`src/rtl/adc_pkg.sv`:
```
// adc_pkg: shared types and widths for the ADC serial link.
// Exports the receiver FSM state type and the conversion word width.
package adc_pkg;
  localparam int ADC_DATA_WIDTH = 12;

  typedef enum logic [1:0] {
    IDLE,
    SHIFT,
    WAIT_END
  } adc_rx_state_t;
endpackage

```
`src/rtl/adc_serial_rx_if.sv`:
```
// adc_serial_rx_if: serial pins plus the received-word outputs.
// master drives sclk/cs_n/sdata; slave (receiver) drives data/valid/frame_err/busy.
interface adc_serial_rx_if
  import adc_pkg::*;
#(
  parameter int DW = ADC_DATA_WIDTH
);
  logic          sclk;
  logic          cs_n;
  logic          sdata;
  logic [DW-1:0] data;
  logic          valid;
  logic          frame_err;
  logic          busy;

  modport master (
    output sclk, cs_n, sdata,
    input  data, valid, frame_err, busy
  );

  modport slave (
    input  sclk, cs_n, sdata,
    output data, valid, frame_err, busy
  );
endinterface

```
`src/rtl/sync_edge.sv`:
```
// sync_edge: STAGES-flop synchroniser with registered rise/fall strobes.
// Ports: clk, rst_n, i_d (async in), o_q (sync level), o_rise, o_fall.
module sync_edge #(
  parameter int   STAGES  = 2,
  parameter logic RST_VAL = 1'b0
) (
  input  logic clk,
  input  logic rst_n,
  input  logic i_d,
  output logic o_q,
  output logic o_rise,
  output logic o_fall
);
  logic [STAGES-1:0] r_sync;
  logic              r_hist;
  logic              r_rise;
  logic              r_fall;
  logic              w_s;

  assign w_s = r_sync[STAGES-1];

  // Edge strobes are registered, so o_q is taken from the history
  // flop to stay aligned with them.
  always_ff @(posedge clk or negedge rst_n) begin
    if (!rst_n) begin
      r_sync <= {STAGES{RST_VAL}};
      r_hist <= RST_VAL;
      r_rise <= 1'b0;
      r_fall <= 1'b0;
    end else begin
      r_sync <= {r_sync[STAGES-2:0], i_d};
      r_hist <= w_s;
      r_rise <= w_s & ~r_hist;
      r_fall <= ~w_s & r_hist;
    end
  end

  assign o_q    = r_hist;
  assign o_rise = r_rise;
  assign o_fall = r_fall;
endmodule

```
`src/rtl/adc_serial_rx.sv`:
```
// adc_serial_rx: oversampled MSB-first deserialiser with framing check.
// Ports: clk, rst_n, bus (slave: sclk/cs_n/sdata in; data/valid/frame_err/busy out).
module adc_serial_rx
  import adc_pkg::*;
#(
  parameter int DATA_WIDTH  = ADC_DATA_WIDTH,
  parameter int SYNC_STAGES = 2,
  parameter int CNT_WIDTH   = $clog2(DATA_WIDTH + 1)
) (
  input  logic            clk,
  input  logic            rst_n,
  adc_serial_rx_if.slave  bus
);
  localparam int SETTLE = SYNC_STAGES + 1;
  localparam int SW     = $clog2(SETTLE + 1);
  localparam logic [CNT_WIDTH-1:0] CNT_MAX  = CNT_WIDTH'(DATA_WIDTH);
  localparam logic [CNT_WIDTH-1:0] CNT_LAST = CNT_WIDTH'(DATA_WIDTH - 1);

  logic w_sclk_q, w_sclk_rise, w_sclk_fall;
  logic w_cs_q, w_cs_rise, w_cs_fall;
  logic w_sd, w_sd_rise, w_sd_fall;
  logic w_unused;
  logic w_last;
  logic [DATA_WIDTH-1:0] w_shift;

  adc_rx_state_t         r_state;
  logic [CNT_WIDTH-1:0]  r_cnt;
  logic [DATA_WIDTH-1:0] r_shreg;
  logic [DATA_WIDTH-1:0] r_data;
  logic                  r_ovr;
  logic                  r_valid;
  logic                  r_ferr;
  logic [SW-1:0]         r_settle;
  logic                  r_armed;

  sync_edge #(.STAGES(SYNC_STAGES), .RST_VAL(1'b0)) u_sclk (
    .clk(clk), .rst_n(rst_n), .i_d(bus.sclk),
    .o_q(w_sclk_q), .o_rise(w_sclk_rise), .o_fall(w_sclk_fall)
  );

  sync_edge #(.STAGES(SYNC_STAGES), .RST_VAL(1'b1)) u_cs (
    .clk(clk), .rst_n(rst_n), .i_d(bus.cs_n),
    .o_q(w_cs_q), .o_rise(w_cs_rise), .o_fall(w_cs_fall)
  );

  sync_edge #(.STAGES(SYNC_STAGES), .RST_VAL(1'b0)) u_sd (
    .clk(clk), .rst_n(rst_n), .i_d(bus.sdata),
    .o_q(w_sd), .o_rise(w_sd_rise), .o_fall(w_sd_fall)
  );

  assign w_unused = ^{w_sclk_q, w_sclk_fall, w_sd_rise, w_sd_fall};
  assign w_shift  = {r_shreg[DATA_WIDTH-2:0], w_sd};
  assign w_last   = w_sclk_rise && (r_cnt == CNT_LAST);

  // A frame caught mid-flight by reset must not be picked up: cs_fall
  // is honoured only after cs_n has been seen high once the
  // synchroniser has flushed its reset value.
  always_ff @(posedge clk or negedge rst_n) begin
    if (!rst_n) begin
      r_state  <= IDLE;
      r_cnt    <= '0;
      r_shreg  <= '0;
      r_data   <= '0;
      r_ovr    <= 1'b0;
      r_valid  <= 1'b0;
      r_ferr   <= 1'b0;
      r_settle <= '0;
      r_armed  <= 1'b0;
    end else begin
      r_valid <= 1'b0;
      r_ferr  <= 1'b0;
      if (r_settle != SW'(SETTLE)) begin
        r_settle <= r_settle + SW'(1);
      end else if (w_cs_q) begin
        r_armed <= 1'b1;
      end
      unique case (r_state)
        IDLE: begin
          if (w_cs_fall && r_armed) begin
            r_cnt   <= '0;
            r_shreg <= '0;
            r_ovr   <= 1'b0;
            r_state <= SHIFT;
          end
        end
        SHIFT: begin
          if (w_sclk_rise && r_cnt != CNT_MAX) begin
            r_shreg <= w_shift;
            r_cnt   <= r_cnt + CNT_WIDTH'(1);
          end
          if (w_cs_rise) begin
            // the bit arriving with cs_rise counts toward the word
            if (w_last) begin
              r_data  <= w_shift;
              r_valid <= 1'b1;
            end else begin
              r_ferr  <= 1'b1;
            end
            r_state <= IDLE;
          end else if (w_last) begin
            r_state <= WAIT_END;
          end
        end
        WAIT_END: begin
          if (w_sclk_rise) r_ovr <= 1'b1;
          if (w_cs_rise) begin
            if (r_ovr || w_sclk_rise) begin
              r_ferr  <= 1'b1;
            end else begin
              r_data  <= r_shreg;
              r_valid <= 1'b1;
            end
            r_state <= IDLE;
          end
        end
        default: r_state <= IDLE;
      endcase
    end
  end

  assign bus.data      = r_data;
  assign bus.valid     = r_valid;
  assign bus.frame_err = r_ferr;
  assign bus.busy      = (r_state != IDLE);
endmodule

```
`src/flat_wrapper.sv`:
```
// flat-port wrapper written by rule: the top's interface ports become plain ports
module adc_serial_rx_flat import adc_pkg::*;
#(
  parameter int DATA_WIDTH  = ADC_DATA_WIDTH,
  parameter int SYNC_STAGES = 2,
  parameter int CNT_WIDTH   = $clog2(DATA_WIDTH + 1)
)
  (clk, rst_n, bus_sclk, bus_cs_n, bus_sdata, bus_data, bus_valid, bus_frame_err, bus_busy);
  adc_serial_rx_if #(.DW((ADC_DATA_WIDTH))) bus_i ();
  input  logic clk;
  input  logic rst_n;
  input wire logic [$bits(bus_i.sclk)-1:0] bus_sclk;
  input wire logic [$bits(bus_i.cs_n)-1:0] bus_cs_n;
  input wire logic [$bits(bus_i.sdata)-1:0] bus_sdata;
  output wire logic [$bits(bus_i.data)-1:0] bus_data;
  output wire logic [$bits(bus_i.valid)-1:0] bus_valid;
  output wire logic [$bits(bus_i.frame_err)-1:0] bus_frame_err;
  output wire logic [$bits(bus_i.busy)-1:0] bus_busy;
  assign bus_i.sclk = bus_sclk;
  assign bus_i.cs_n = bus_cs_n;
  assign bus_i.sdata = bus_sdata;
  assign bus_data = bus_i.data;
  assign bus_valid = bus_i.valid;
  assign bus_frame_err = bus_i.frame_err;
  assign bus_busy = bus_i.busy;
  adc_serial_rx #(.DATA_WIDTH(DATA_WIDTH), .SYNC_STAGES(SYNC_STAGES), .CNT_WIDTH(CNT_WIDTH)) u_core (.clk(clk), .rst_n(rst_n), .bus(bus_i));
endmodule
```
`config.mk`:
```
export PLATFORM = sky130hd
export DESIGN_NAME = adc_serial_rx_flat
export DESIGN_NICKNAME = d
export VERILOG_FILES = /design/src/rtl/adc_pkg.sv /design/src/rtl/adc_serial_rx_if.sv /design/src/rtl/sync_edge.sv /design/src/rtl/adc_serial_rx.sv /design/src/flat_wrapper.sv
export SDC_FILE = /design/constraint.sdc
export NUM_CORES = 1
export LEC_CHECK = 0
export ABC_AREA = 1
export BUFFER_PORTS_ARGS = -buffer_cell sky130_fd_sc_hd__buf_4
export CAP_MARGIN = 30
export CORE_MARGIN = 2
export CORE_UTILIZATION = 49
export DETAILED_ROUTE_END_ITERATION = 12
export PLACE_DENSITY = 0.67
export SETUP_SLACK_MARGIN = 0.2
export SLEW_MARGIN = 25
export SYNTH_ARGS = -nofsm -noshare
export SYNTH_HDL_FRONTEND = slang
export SYNTH_HIERARCHICAL = 1
export SYNTH_SLANG_ARGS = --single-unit
```
`constraint.sdc`:
```
create_clock -name clk -period 1.9 [get_ports clk]
set_input_delay 0.095 -clock clk [delete_from_list [all_inputs] [get_ports clk]]
set_output_delay 0.095 -clock clk [all_outputs]
set_load 0.02 [all_outputs]
```
==> results.toml <==
[run_status]
outcome = "finished clean"

[global_route]
grt_max_degree = 49
grt_usage = 0.185
grt_pass1_wl_um = 7510
met2_usage = 0.295
grt-busiest-layer = "met2"
antenna_found_initial = 0
overflow = 0
grt_pass1_vias = 1635
met1_usage = 0.256
groute.layer.met3.usage = 0.0333

[floorplanning]
die_h_um = 71.9
row_count = 24
ioPinCount = 20
dieWidth_um = 71.9
die-area_um2 = 5180
start_util = 0.512
core_area_um2 = 4410

[sta]
max_freq_mhz = 625
tns_ns = 0
worstMarginPinSlew_ns = 0.600
timing.final.crit_share = 0.842
whs_ns = 0.331
grt_setup_unrepaired = "no"
min_period_ns = 1.60
slew_violations = 0
hold_violations = 0
relSlewSlack = 0.600
skew_ns = 0.00506
setup_viol = 0
finalWorstSetupSlack_ns = 0.300

[layout]
n_antenna_cell = 0
area_delta_synth_final_pct = 19.4
layout_common_cells = "nand2_1, dfrtp_1, inv_1"
drive_gt1_frac = 0.185
final_util = 0.612
final_common_cell = "nand2_1"
layout.nets = 319
nFillCells = 381

[detailed_routing]
first_pass_iters = 4
ant_nets = 0
routed_wl_um = 4400
drc = 0
drt_iter0_markers = 136
vias_per_cell = 4.81
wl_per_cell_um = 12.2
vias = 1731

[clock_tree]
numCtsBuffers = 5
cts_tree = "yes"
clk_path_buf_depth = 2
cts-root-buf = "clkbuf_8"
htreeDepth = 2
clkLatencyLatePin_ns = 0.30
cts_sinks = 48
cts.clk_slew.worst_paths_ns = 0.09

[placed_design]
place_congestion = 0.791
pre_cts_ws_ns = 0.0740
io_buffer_count = 19
post-dp-hpwl_um = 2730

[power]
p_per_area_nw_per_um2 = 1280
ir_worst_vdd_uv = 525
leakage_nw = 1.51
total_power_mw = 3.45

[job]
cap_violations = 0

[setup_path]
cp-end-kind = "register"
cp.required_ns = 2.09
crit_type = "reg2reg"
start_kind = "register"
crit_fanout = 18
arrival_ns = 1.79

[logic_synthesis]
yosysWarnings = 6
syn-cell-area_um2 = 2260
synth_nets = 288
syn_inst = 276
avgSynthCellArea_um2 = 8.20

[min_path]
hold_class = "in2async"
## worst paths after layout
path | startpoint | end | slack (ns) | cells after the start
max | u_core/r_state[1]$_DFFE_PN0P_ | u_core/r_shreg[2]$_DFFE_PN0P_ | 0.30 | 8
min | rst_n | u_core/u_sclk/r_sync[1]$_DFF_PN0_ | 0.33 | 2
max reg2reg | u_core/r_state[1]$_DFFE_PN0P_ | u_core/r_shreg[2]$_DFFE_PN0P_ | 0.30 | 8
min reg2reg | u_core/u_sd/r_sync[1]$_DFF_PN0_ | u_core/u_sd/o_q$_DFF_PN0_ | 0.36 | 0
max in group asynchronous | rst_n | u_core/u_cs/o_fall$_DFF_PN0_ | 1.15 | 2
min in group clk | u_core/u_sd/r_sync[1]$_DFF_PN0_ | u_core/u_sd/o_q$_DFF_PN0_ | 0.36 | 0
## timing repair
item | in CTS | in global routing
endpoints found under the setup margin | 28 | 28
buffers inserted | 0 | 5
cloned | 0 | 1
gates resized for setup | 3 | 11
pin swaps | 2 | 4
hold endpoints to repair | 48 | 0
hold buffers | 4 | 0
## routing by layer
| layer | share of wire | vias to the layer above | wire [um] |
|---|---|---|---|
| li1 | - | 891 | - |
| met5 | 0 | - | 0 |
| met2 | 0.47 | 43 | 2070 |
| met4 | 0.011 | 0 | 49 |
| met1 | 0.48 | 793 | 2100 |
| met3 | 0.042 | 4 | 184 |
## final cells by class
cell class | count | area [um^2] | area share
multi-input cells | 189 | 923 | 0.342
repair buffers | 32 | 275 | 0.102
clock inverters | 3 | 42.5 | 0.0158
well taps | 52 | 65.1 | 0.0241
inverters | 31 | 120 | 0.0445
clock buffers | 5 | 68.8 | 0.0255
flip-flops and latches | 48 | 1200 | 0.446
## power breakdown
part | total [mW] | switching (mW) | leakage (nW) | internal (mW)
Sequential | 1.32 | 0.147 | 0.618 | 1.18
Clock | 0.726 | 0.337 | 0.0541 | 0.389
Combinational | 1.40 | 0.851 | 0.843 | 0.552
## per-stage QoR
step | std cells | area [um^2]
6_report | 360 | 2700
3_5_place_dp | 342 | 2430
3_3_place_gp | 342 | 2430
5_1_grt | 360 | 2700
2_1_floorplan | 276 | 2260
4_1_cts | 354 | 2590
## worst max-delay path, cell delays in order, from the launching register on
cell and delay [ns]:
dfrtp_1 0.40, inv_2 0.08, ha_4 0.17, buf_12 0.15, o21ai_0 0.33, nor2_4 0.08
buf_12 0.16, nand2_1 0.07, nand2_1 0.06
## registers in the layout, indices dropped and copies added (netlist names), 2 cells and up
signal                flops
u_core/r_shreg           12
u_core/u_sd/r_sync        2
u_core/r_state            2
u_core/r_cnt              4
u_core/r_settle           2
u_core/u_cs/r_sync        2
u_core/bus.data          12
u_core/u_sclk/r_sync      2
(Power assumes the default switching activity.)
